[src/rtl/mem_port_arbiter_pkg.sv]
// Shared encodings for the instruction/data memory port arbiter.
package mem_port_arbiter_pkg;

  typedef enum logic [2:0] {
    ARB_ST_IDLE   = 3'd0,
    ARB_ST_I_REQ  = 3'd1,
    ARB_ST_I_RESP = 3'd2,
    ARB_ST_D_REQ  = 3'd3,
    ARB_ST_D_RESP = 3'd4
  } arb_state_e;

  typedef enum logic {
    ARB_PORT_I = 1'b0,
    ARB_PORT_D = 1'b1
  } arb_port_e;

  function automatic arb_port_e arb_other(input arb_port_e p);
    return (p == ARB_PORT_I) ? ARB_PORT_D : ARB_PORT_I;
  endfunction

  function automatic logic arb_is_d(input arb_state_e s);
    return (s == ARB_ST_D_REQ) || (s == ARB_ST_D_RESP);
  endfunction

endpackage

[src/rtl/mem_port_arbiter.sv]
// Shares one req/gnt/rvalid memory bus between the fetch and data ports,
// one transaction outstanding, with per-port read hold registers and a watchdog.
module mem_port_arbiter
  import mem_port_arbiter_pkg::*;
#(
  parameter int unsigned D_PRIORITY = 1,
  parameter int unsigned TIMEOUT    = 255
) (
  input  logic        clk,
  input  logic        rst,
  input  logic        io_i_req,
  input  logic [31:0] io_i_addr,
  output logic        io_i_ack,
  output logic [31:0] io_i_rdata,
  input  logic        io_d_req,
  input  logic        io_d_wen,
  input  logic [3:0]  io_d_wstrb,
  input  logic [31:0] io_d_addr,
  input  logic [31:0] io_d_wdata,
  output logic        io_d_ack,
  output logic [31:0] io_d_rdata,
  output logic        io_bus_req,
  output logic [31:0] io_bus_addr,
  output logic        io_bus_wen,
  output logic [3:0]  io_bus_wstrb,
  output logic [31:0] io_bus_wdata,
  input  logic        io_bus_gnt,
  input  logic        io_bus_rvalid,
  input  logic [31:0] io_bus_rdata,
  output logic        io_busy,
  output logic        io_timeout
);

  localparam int unsigned   CW       = (TIMEOUT > 0) ? $clog2(TIMEOUT + 1) : 1;
  localparam logic [CW-1:0] CNT_LAST = CW'((TIMEOUT > 0) ? TIMEOUT - 1 : 0);
  localparam bit            WD_EN    = (TIMEOUT != 0);
  localparam bit            D_PRIO   = (D_PRIORITY != 0);

  arb_state_e    state_q;
  arb_port_e     pref_q;
  logic [CW-1:0] cnt_q;
  logic          bus_req_q;
  logic [31:0]   bus_addr_q;
  logic          bus_wen_q;
  logic [3:0]    bus_wstrb_q;
  logic [31:0]   bus_wdata_q;
  logic          i_ack_q;
  logic          d_ack_q;
  logic [31:0]   i_rdata_q;
  logic [31:0]   d_rdata_q;
  logic          timeout_q;

  logic          i_elig;
  logic          d_elig;
  logic          issue;
  arb_port_e     win_port;
  logic          wd_fire;

  // A port whose ack is high this cycle is still holding its old request.
  always_comb begin
    i_elig   = io_i_req & ~i_ack_q;
    d_elig   = io_d_req & ~d_ack_q;
    issue    = i_elig | d_elig;
    win_port = ARB_PORT_I;
    if (d_elig && (!i_elig || D_PRIO || (pref_q == ARB_PORT_D)))
      win_port = ARB_PORT_D;
  end

  assign wd_fire = WD_EN && (cnt_q == CNT_LAST);

  always_ff @(posedge clk or negedge rst) begin
    if (!rst) begin
      state_q     <= ARB_ST_IDLE;
      pref_q      <= ARB_PORT_I;
      cnt_q       <= '0;
      bus_req_q   <= 1'b0;
      bus_addr_q  <= '0;
      bus_wen_q   <= 1'b0;
      bus_wstrb_q <= '0;
      bus_wdata_q <= '0;
      i_ack_q     <= 1'b0;
      d_ack_q     <= 1'b0;
      i_rdata_q   <= '0;
      d_rdata_q   <= '0;
      timeout_q   <= 1'b0;
    end else begin
      i_ack_q   <= 1'b0;
      d_ack_q   <= 1'b0;
      timeout_q <= 1'b0;
      case (state_q)
        ARB_ST_IDLE: begin
          if (issue) begin
            cnt_q     <= '0;
            bus_req_q <= 1'b1;
            pref_q    <= arb_other(win_port);
            if (win_port == ARB_PORT_D) begin
              bus_addr_q  <= io_d_addr;
              bus_wen_q   <= io_d_wen;
              bus_wstrb_q <= io_d_wstrb;
              bus_wdata_q <= io_d_wdata;
              state_q     <= ARB_ST_D_REQ;
            end else begin
              bus_addr_q  <= io_i_addr;
              bus_wen_q   <= 1'b0;
              bus_wstrb_q <= '0;
              bus_wdata_q <= '0;
              state_q     <= ARB_ST_I_REQ;
            end
          end
        end
        default: begin
          cnt_q <= cnt_q + 1'b1;
          // Watchdog abort outranks a gnt/rvalid arriving in the same cycle.
          if (wd_fire) begin
            bus_req_q <= 1'b0;
            timeout_q <= 1'b1;
            state_q   <= ARB_ST_IDLE;
            if (arb_is_d(state_q)) begin
              d_ack_q   <= 1'b1;
              d_rdata_q <= '0;
            end else begin
              i_ack_q   <= 1'b1;
              i_rdata_q <= '0;
            end
          end else begin
            case (state_q)
              ARB_ST_I_REQ: begin
                if (io_bus_gnt) begin
                  bus_req_q <= 1'b0;
                  state_q   <= ARB_ST_I_RESP;
                end
              end
              ARB_ST_D_REQ: begin
                if (io_bus_gnt) begin
                  bus_req_q <= 1'b0;
                  state_q   <= ARB_ST_D_RESP;
                end
              end
              ARB_ST_I_RESP: begin
                if (io_bus_rvalid) begin
                  i_rdata_q <= io_bus_rdata;
                  i_ack_q   <= 1'b1;
                  state_q   <= ARB_ST_IDLE;
                end
              end
              ARB_ST_D_RESP: begin
                if (io_bus_rvalid) begin
                  if (!bus_wen_q)
                    d_rdata_q <= io_bus_rdata;
                  d_ack_q <= 1'b1;
                  state_q <= ARB_ST_IDLE;
                end
              end
              default: ;
            endcase
          end
        end
      endcase
    end
  end

  assign io_i_ack     = i_ack_q;
  assign io_i_rdata   = i_rdata_q;
  assign io_d_ack     = d_ack_q;
  assign io_d_rdata   = d_rdata_q;
  assign io_bus_req   = bus_req_q;
  assign io_bus_addr  = bus_addr_q;
  assign io_bus_wen   = bus_wen_q;
  assign io_bus_wstrb = bus_wstrb_q;
  assign io_bus_wdata = bus_wdata_q;
  assign io_busy      = (state_q != ARB_ST_IDLE);
  assign io_timeout   = timeout_q;

endmodule

[config.mk]
export PLATFORM = sky130hd
export DESIGN_NAME = mem_port_arbiter
export DESIGN_NICKNAME = d
export VERILOG_FILES = /design/src/rtl/mem_port_arbiter_pkg.sv /design/src/rtl/mem_port_arbiter.sv
export SDC_FILE = /design/constraint.sdc
export NUM_CORES = 1
export LEC_CHECK = 0
export BUFFER_PORTS_ARGS = -buffer_cell sky130_fd_sc_hd__buf_2
export CORE_ASPECT_RATIO = 2
export CORE_UTILIZATION = 48
export CTS_BUF_LIST = sky130_fd_sc_hd__clkbuf_4 sky130_fd_sc_hd__clkbuf_8
export DETAILED_ROUTE_END_ITERATION = 8
export GPL_ROUTABILITY_DRIVEN = 0
export PLACE_DENSITY = 0.84
export SLEW_MARGIN = 20
export SYNTH_ARGS = -nofsm -noshare
export SYNTH_HDL_FRONTEND = slang
export SYNTH_SLANG_ARGS = --single-unit
[constraint.sdc]
create_clock -name clk -period 1.9 [get_ports clk]
set_input_delay 0.095 -clock clk [delete_from_list [all_inputs] [get_ports clk]]
set_output_delay 0.095 -clock clk [all_outputs]
set_load 0.02 [all_outputs]
### Yosys cells after proc, flatten, opt, wreduce, memory -nomap -nowiden

Index checks and enable logic that the tools add are counted.

* register bits: 148
* bits of input ports: 139
* output and inout bits: 138
* logic and storage cells: 87

* add/sub/neg operators: 1
* eq/ne operators: 12
* multiplexer cells: 40
* bitwise logic cells: 6
* reduce and logical (&&, ||, !) cells: 16

Operator list (number)
* 2-to-1 mux 32 bit: 11
* 2-to-1 mux 1 bit: 18
* 2-to-1 mux 3 bit: 6
* 2-to-1 mux 8 bit: 2
* AND reduction 5 bit: 2
* case mux 3 bit (3 select lines): 1
* nonzero test 3 bit: 3
* adder 8 x 1 -> 8 bit (second input constant): 1
* == test 8 bit (second input constant): 1
* == test 3 x 2 -> 1 bit (second input constant): 2
* nonzero test 2 bit: 3
* nonzero test 5 bit: 1
* 2-to-1 mux 4 bit: 1
* inequality test 2 x 1 -> 1 bit (second input constant): 2
* inequality test 2 bit (second input constant): 2
* inequality test 4 x 1 -> 1 bit (second input constant): 1
* inequality test 4 x 3 -> 1 bit (second input constant): 1
* inequality test 4 bit (second input constant): 1
* AND reduction 4 bit: 1
* OR reduction 2 bit: 2
* == test 3 x 1 -> 1 bit (second input constant): 1
* == test 3 bit (second input constant): 1
* logical NOT 3 bit: 1
* NOT 1 bit: 3
* 6 further kinds: 7

### Longest topological paths before layout

Gate-level depths: netlist (run 1).

* word-level depth: 6
* gate-level depth with buffers: 8
* depth with buffers taken out: 6

### Worst setup path before layout (run 1)

OpenSTA, ideal clock, no wires.

* path type: register to register
* start point: register cnt_q[0]
* end point: register i_rdata_q[1], in the netlist io_i_rdata[1]
* setup time: 0.121 ns
* arrival: 1.496 ns
* required time: 1.779 ns
* slack: 0.283 ns
* stages on the path, launching flop included: 9
* path buffers: 2
* period minus slack after synthesis: 1.617 ns
* cell sequence: dfrtp_1 > inv_1 > ha_1 > nand3_1 > or2_4 > and2_1 > buf_6 > buf_6 > a22o_1

* word-level cells in the longest chain between the ends: 3
* elaborated cells on any way between the ends: 6
* classes of those cells: eq/ne (2); mux (1); reduce/logical (3)

Ends and longest elaborated chain
* start: declaration: line mem_port_arbiter.sv:41 `logic [CW-1:0] cnt_q;`
* start signal: assignment: line mem_port_arbiter.sv:112 `cnt_q <= cnt_q + 1'b1;`
* == test 8 bit (*): line mem_port_arbiter.sv:69 `assign wd_fire = WD_EN && (cnt_q == CNT_LAST);`
* inequality test 2 bit (no source line) / nonzero test 2 bit (equally long branches)
* AND reduction 4 bit (no source line)
* end signal: assignment: line mem_port_arbiter.sv:141 `i_rdata_q <= io_bus_rdata;`
* end: declaration: line mem_port_arbiter.sv:49 `logic [31:0] i_rdata_q;`

Mark *: on every way between the ends. The rest lies on a longest branch, timed or not.
A chain may end at the register's enable or synchronous reset.

### Final worst setup path (run 1)

* start point: register cnt_q[0]
* end point: register i_rdata_q[29], in the netlist io_i_rdata[29]

Same word-level chain as after synthesis.

==> impl_metrics.csv, run 1 <==
group,metric,value,unit
placement,postPlaceCellArea,7470,um^2
finish,syn_to_final_growth,55.5,%
critical_path,path_class,"reg -> reg",
detailed_routing,routedWlPerCell,19.9,um
sta,min_period,1.83,ns
placement,io_buffers,276,
critical_path,r2r_slack,0.07,ns
floorplan,num_rows,57,
run_status,status,"finished clean",
logic_synthesis,synth_cell_types,42,
power_and_ir_drop,p_per_area,1590,nW/um^2
finish,fillers,684,
sta,finClkSkew,0.0144,ns
cts,clk_path_buf_depth,2,
grt,grt_pass1_vias,6163,
logic_synthesis,synthCells,453,
detailed_routing,drtPass1Iterations,5,
logic_synthesis,netlist_area,5910,um^2
sta,setup_ws,0.0653,ns
cts,clk_pin_slew,0.10,ns
sta,post-route-period-util,0.966,
critical_path,critPathSlowestCell,"dfrtp_1",
worst_hold_path,worstHoldStart,"io_i_addr[27]",
critical_path,path_cells,"inv_1, ha_1, nand3_2, buf_4, or2_4, and2_1, buf_12, a22o_1",
grt,gr-total-overflow,0,
finish,antenna_cells,0,
critical_path,worst-path-max-fanout,32,
floorplan,ios,277,
sta,relSlewSlack,0.485,
detailed_routing,drt_iter0_markers,300,
grt,antenna_found_initial,1,
logic_synthesis,seq_area_frac_synth,0.627,
sta,fin_hold_ws,0.0354,ns
detailed_routing,num_vias,5824,
finish,nNetsFinal,1004,
logic_synthesis,netlist.area_leader.share,0.627,
sta,drv_slew,0,
critical_path,reg2reg_to,"io_i_rdata[29]$_DFFE_PN0P_",
grt,grt_max_degree,101,
power_and_ir_drop,ir_drop,1080,uV
grt,grt_pass1_wl,30.8,mm
placement,dp_hpwl,11.5,mm
logic_synthesis,yosysWarnings,0,
critical_path,reg2reg_from,"cnt_q[0]$_DFFE_PN0P_",
critical_path,crit_family,"simple AND/OR/NAND/NOR gates",
cts,cts_root_buf,"clkbuf_8",
floorplan,die_h,159,um
logic_synthesis,synth.ff_latch_count,148,
finish,drive_above_1_share,0.395,
detailed_routing,drc,0,
floorplan,initial_utilization,0.490,
critical_path,worstPathRequired,2.22,ns
floorplan,die_w,80.5,um
detailed_routing,wirelength,20.4,mm
sta,setup_viol,0,
worst_hold_path,hold_path.class,"in -> reg",
logic_synthesis,syn_avg_cell_area,13.0,um^2
sta,clock.fmax,545,MHz
cts,clock_sinks,148,
critical_path,cp_data_arrival_time,2.16,ns
sta,rsz0062_at_grt,"no",
grt,grt_usage,0.318,
critical_path,reg2regPathDepth,8,
cts,cts_max_level,4,
critical_path,start_kind,"flop",
worst_hold_path,holdPathEnd,"io_bus_addr[27]$_DFFE_PN0P_",
critical_path,critPathBufInv,3,
critical_path,cp-end-kind,"flop",
floorplan,core-area,12100,um^2
power_and_ir_drop,p_leak,4.79,nW
logic_synthesis,synth_top_area_cell,"dfrtp_1",
detailed_routing,viasPerCell,5.69,
logic_synthesis,syn_nets,594,
finish,finalInstanceArea,9190,um^2
placement,pre_cts_ws,0.0801,ns
power_and_ir_drop,p_total,14.6,mW
critical_path,slowest_delay,0.40,ns
worst_hold_path,whs_path_depth,3,
cts,cts_buffers,17,
sta,hold_violations,0,
cts,clock_latency,0.44,ns
floorplan,die-area,12800,um^2
run,drv_cap,0,
sta,tightest_slew,0.771,ns
detailed_routing,ant_nets,0,
cts,cts_tree,"built",
logic_synthesis,synth.area.top_cells,"dfrtp_1 63%, a22o_1 15%, mux2i_1 5.6%",
[synth_stat cells, drive strengths merged]
master and number:
a21o 1, nor2 7, and3 1, buf 29, a22o 102, o21bai 1
nor2b 4, o22ai 1, nor4b 1, o221ai 1, a221oi 1, o31ai 1
a22oi 1, or2 2, nand2 41, dfrtp 148, inv 5, mux2i 33
ha 2, a21oi 2, and2 1, a31oi 2, maj3 1, o21ai 45
nor3 2, nand3 4, xor2 1, clkbuf 6, nand4 3, nand4b 1
nand2b 2, nand3b 1
[area by class of cell]
cell class | instances | area [um^2] | area share
Clock buffer | 18 | 241 | 0.0263
Clock inverter | 14 | 141 | 0.0154
Inverter | 5 | 18.8 | 0.00204
Multi-Input combinational cell | 266 | 1990 | 0.216
Sequential cell | 148 | 3700 | 0.403
Tap cell | 147 | 184 | 0.0200
Timing Repair Buffer | 425 | 2920 | 0.317
[metal layers]
layer  wire (um)  global-route usage  vias to the layer above
met1        7100               0.362                     2818
met5          13                   0                        -
met4         756               0.140                        2
met2       10400               0.540                      440
li1            -                   -                     2489
met3        2050              0.0928                       75
[registers in the layout (all words and copies together) (netlist names)]
signal,flops
io_bus_wen,1
io_bus_wstrb,4
io_d_rdata,32
io_bus_wdata,32
io_bus_addr,32
io_i_rdata,32
io_timeout,1
io_bus_req,1
io_d_ack,1
cnt_q,8
io_i_ack,1
state_q,3
[cell usage in the layout, fill, tap and decap left out, types with 3 or more instances in the layout]
cell type,n
mux2i_1,33
o21ai_0,42
buf_12,6
a22o_1,101
inv_6,6
nand2_1,41
buf_4,15
nor2_1,4
nor2b_1,4
clkbuf_8,17
inv_1,4
dfrtp_1,148
nand3_1,3
clkinvlp_4,3
buf_2,275
dlygate4sd3_1,127
[worst min-delay path: cells and delay by family]
kind,cells,cell delay [ns]
multiplexers,1,0.06
AO/OA/AOI/OAI,1,0.19
buffers and inverters,1,0.07
[repair_timing]
| action | in CTS | in global routing |
|---|---|---|
| resized for setup | 0 | 8 |
| endpoints found under the hold margin | 192 | 1 |
| hold buffers | 126 | 1 |
| setup endpoints to repair | 0 | 84 |
| buffers inserted | 0 | 1 |
[through the flow]
stage,util,cells,setup TNS [ns]
after global placement,0.619,861,-3.05
final,0.763,1023,0
after floorplan,-,453,0
after CTS,0.756,1019,0
after global routing,0.763,1023,0
after detailed placement,0.620,861,0
[how the worst max path moves through the flow]
stage	start	end	slack (ns)	cells after the start
finish	cnt_q[0]$_DFFE_PN0P_	io_i_rdata[29]$_DFFE_PN0P_	0.07	8
global route	cnt_q[0]$_DFFE_PN0P_	io_i_rdata[24]$_DFFE_PN0P_	0.009	8
CTS	cnt_q[0]$_DFFE_PN0P_	io_i_rdata[13]$_DFFE_PN0P_	0.04	8
detailed placement	cnt_q[0]$_DFFE_PN0P_	io_i_rdata[13]$_DFFE_PN0P_	0.08	8
global placement	cnt_q[0]$_DFFE_PN0P_	io_d_rdata[26]$_DFFE_PN0P_	-0.1	6
floorplan	cnt_q[0]$_DFFE_PN0P_	io_i_rdata[1]$_DFFE_PN0P_	0.28	8
[power breakdown]
| group | internal [mW] | leakage (nW) | switching, mW | total, mW |
|---|---|---|---|---|
| Clock | 1.09 | 0.189 | 1.29 | 2.38 |
| Combinational | 2.72 | 2.76 | 4.01 | 6.73 |
| Sequential | 4.57 | 1.83 | 0.918 | 5.48 |
| Total | 8.38 | 4.79 | 6.22 | 14.6 |
[kinds of logic (layout without fill, tap and decap cells)]
| logic type | after synthesis | after routing | synth area share |
|---|---|---|---|
| DFF | 148 | 148 | 0.627 |
| buffers and inverters | 40 | 462 | 0.0459 |
| xor gates and xnor gates | 1 | 1 | 0.00148 |
| adders and majority gates | 3 | 3 | 0.00593 |
| and+or+nand+nor | 70 | 70 | 0.0593 |
| AOI/OAI and AO/OA | 158 | 159 | 0.205 |
| muxes | 33 | 33 | 0.0559 |
Note: power is estimated with default switching activity, not from simulation.
==> run 2, diff against run 1 <==
==> constraint.sdc (replaced) <==
create_clock -name clk -period 1.79 [get_ports clk]
set_input_delay 0.0895 -clock clk [delete_from_list [all_inputs] [get_ports clk]]
set_output_delay 0.0895 -clock clk [all_outputs]
set_load 0.02 [all_outputs]
==> impl_metrics.csv, run 2 (synthesis gave the netlist of run 1 again) <==
group,metric,value,unit
cts,cts_root_buf,"clkbuf_8",
placement,pre_cts_ws,-0.0139,ns
power_and_ir_drop,p_leak,4.85,nW
sta,finClkSkew,0.0162,ns
run_status,violations,"negative setup slack",
detailed_routing,wirelength,21.6,mm
detailed_routing,drt_iter0_markers,287,
cts,clock_sinks,148,
floorplan,die_h,159,um
sta,clock.fmax,553,MHz
grt,grt_max_degree,103,
cts,cts_max_level,4,
critical_path,critPathSlowestCell,"nor2_4",
finish,antenna_cells,0,
finish,ff_latch_area,3700,um^2
floorplan,die-area,12800,um^2
finish,final_common_cell,"buf_2",
cts,cts_tree,"built",
critical_path,cp_data_arrival_time,2.18,ns
run_status,status,"finished, violations left",
floorplan,num_rows,57,
placement,io_buffers,276,
finish,final_util,0.775,
finish,multi_input_area,2000,um^2
detailed_routing,routedWlPerCell,20.9,um
sta,tightest_slew,0.775,ns
power_and_ir_drop,p_per_area,1680,nW/um^2
critical_path,critPathBufInv,0,
finish,syn_to_final_growth,58.0,%
sta,setup_ws,-0.0169,ns
critical_path,cp-end-kind,"flop",
grt,antenna_found_initial,0,
sta,rsz0062_at_grt,"yes",
finish,final_cell_mix,"275 x buf_2, 148 x dfrtp_1, 132 x dlygate4sd3_1",
detailed_routing,ant_nets,0,
critical_path,worst-path-max-fanout,32,
detailed_routing,viasPerCell,5.64,
sta,min_period,1.81,ns
cts,clk_pin_slew,0.09,ns
cts,clk_path_buf_depth,2,
grt,grt_pass1_wl,32.3,mm
critical_path,path_cells,"nor2_2, nand4b_1, nor2_4, a22o_1",
finish,drive_above_1_share,0.401,
critical_path,crit_family,"simple AND/OR/NAND/NOR gates",
floorplan,core-area,12100,um^2
sta,setup_viol,2,
critical_path,slowest_delay,0.67,ns
grt,grt_pass1_vias,6257,
grt,grt_usage,0.335,
critical_path,worstPathRequired,2.16,ns
sta,relSlewSlack,0.482,
power_and_ir_drop,ir_drop,1190,uV
detailed_routing,drc,0,
finish,nNetsFinal,1015,
sta,post-route-period-util,1.01,
floorplan,initial_utilization,0.490,
grt,gr-total-overflow,0,
critical_path,path_class,"reg -> reg",
finish,fillers,671,
cts,clock_latency,0.44,ns
placement,dp_hpwl,11.4,mm
cts,cts_buffers,17,
critical_path,start_kind,"flop",
floorplan,die_w,80.5,um
worst_hold_path,hold_path.class,"in -> reg",
detailed_routing,num_vias,5835,
sta,hold_violations,0,
floorplan,ios,277,
detailed_routing,drtPass1Iterations,5,
run,drv_cap,0,
sta,drv_slew,0,
==> run 2: final timing paths <==
| path | to | slack [ns] | depth (start not counted) | from |
|---|---|---|---|---|
| min | io_bus_addr[22]$_DFFE_PN0P_ | 0.05 | 3 | io_d_addr[22] |
| max reg2reg | io_d_rdata[11]$_DFFE_PN0P_ | -0.02 | 4 | state_q[1]$_DFFE_PN0P_ |
| max in group asynchronous | io_bus_wdata[13]$_DFFE_PN0P_ | 1.00 | 3 | rst |
| min in group asynchronous | io_i_rdata[0]$_DFFE_PN0P_ | 0.13 | 2 | rst |
| min reg2reg | io_bus_addr[24]$_DFFE_PN0P_ | 0.49 | 2 | io_bus_addr[24]$_DFFE_PN0P_ |
| max | io_d_rdata[11]$_DFFE_PN0P_ | -0.02 | 4 | state_q[1]$_DFFE_PN0P_ |
==> run 2: stage by stage <==
stage                     cells  cell area, um^2  TNS (ns)  hold WS, ns  total power, mW
final                      1034             9340   -0.0173       0.0496             15.7
after detailed placement    863             7510   -0.0251       0.0471             12.3
after floorplan             453             5910         0       -0.206             9.87
after CTS                  1028             9240         0       0.0122             15.2
after global routing       1034             9340     -1.93       0.0414             16.4
after global placement      863             7500     -6.75       0.0361             12.1
==> run 2: worst register-to-register path: cells and delay by family (launching register included) <==
| family | cells | cell delay (ns) |
|---|---|---|
| flip-flops | 1 | 0.40 |
| AND/OR/NAND/NOR | 3 | 1.05 |
| AO/OA/AOI/OAI | 1 | 0.30 |
==> run 2: metal layers <==
layer / vias up / part of all wire / global-route usage
met1: 2784 / 0.35 / 0.385
met3: 91 / 0.099 / 0.0928
met2: 440 / 0.50 / 0.551
met4: 0 / 0.052 / 0.188
li1: 2520 / - / -
met5: - / 0 / 0
==> run 2: layout make-up <==
class	count	area share
repair buffers	436	0.326
well taps	147	0.0197
flip-flops and latches	148	0.397
inverters	5	0.00228
clock inverters	13	0.0146
multi-input cells	266	0.214
clock buffers	19	0.0273
==> run 2: what timing repair did <==
item,4_1_cts,5_1_grt
setup buffers,0,3
pin swaps,2,2
gates resized for setup,1,10
hold endpoints to repair,281,0
setup endpoints to repair,9,78
hold buffers,132,0
gates cloned,1,3
==> run 2: power by group <==
part | total (mW) | switching [mW] | leakage (nW) | internal [mW]
Combinational | 7.27 | 4.36 | 2.83 | 2.91
Clock | 2.56 | 1.36 | 0.192 | 1.20
Sequential | 5.83 | 0.987 | 1.83 | 4.85
Total | 15.7 | 6.71 | 4.85 | 8.95
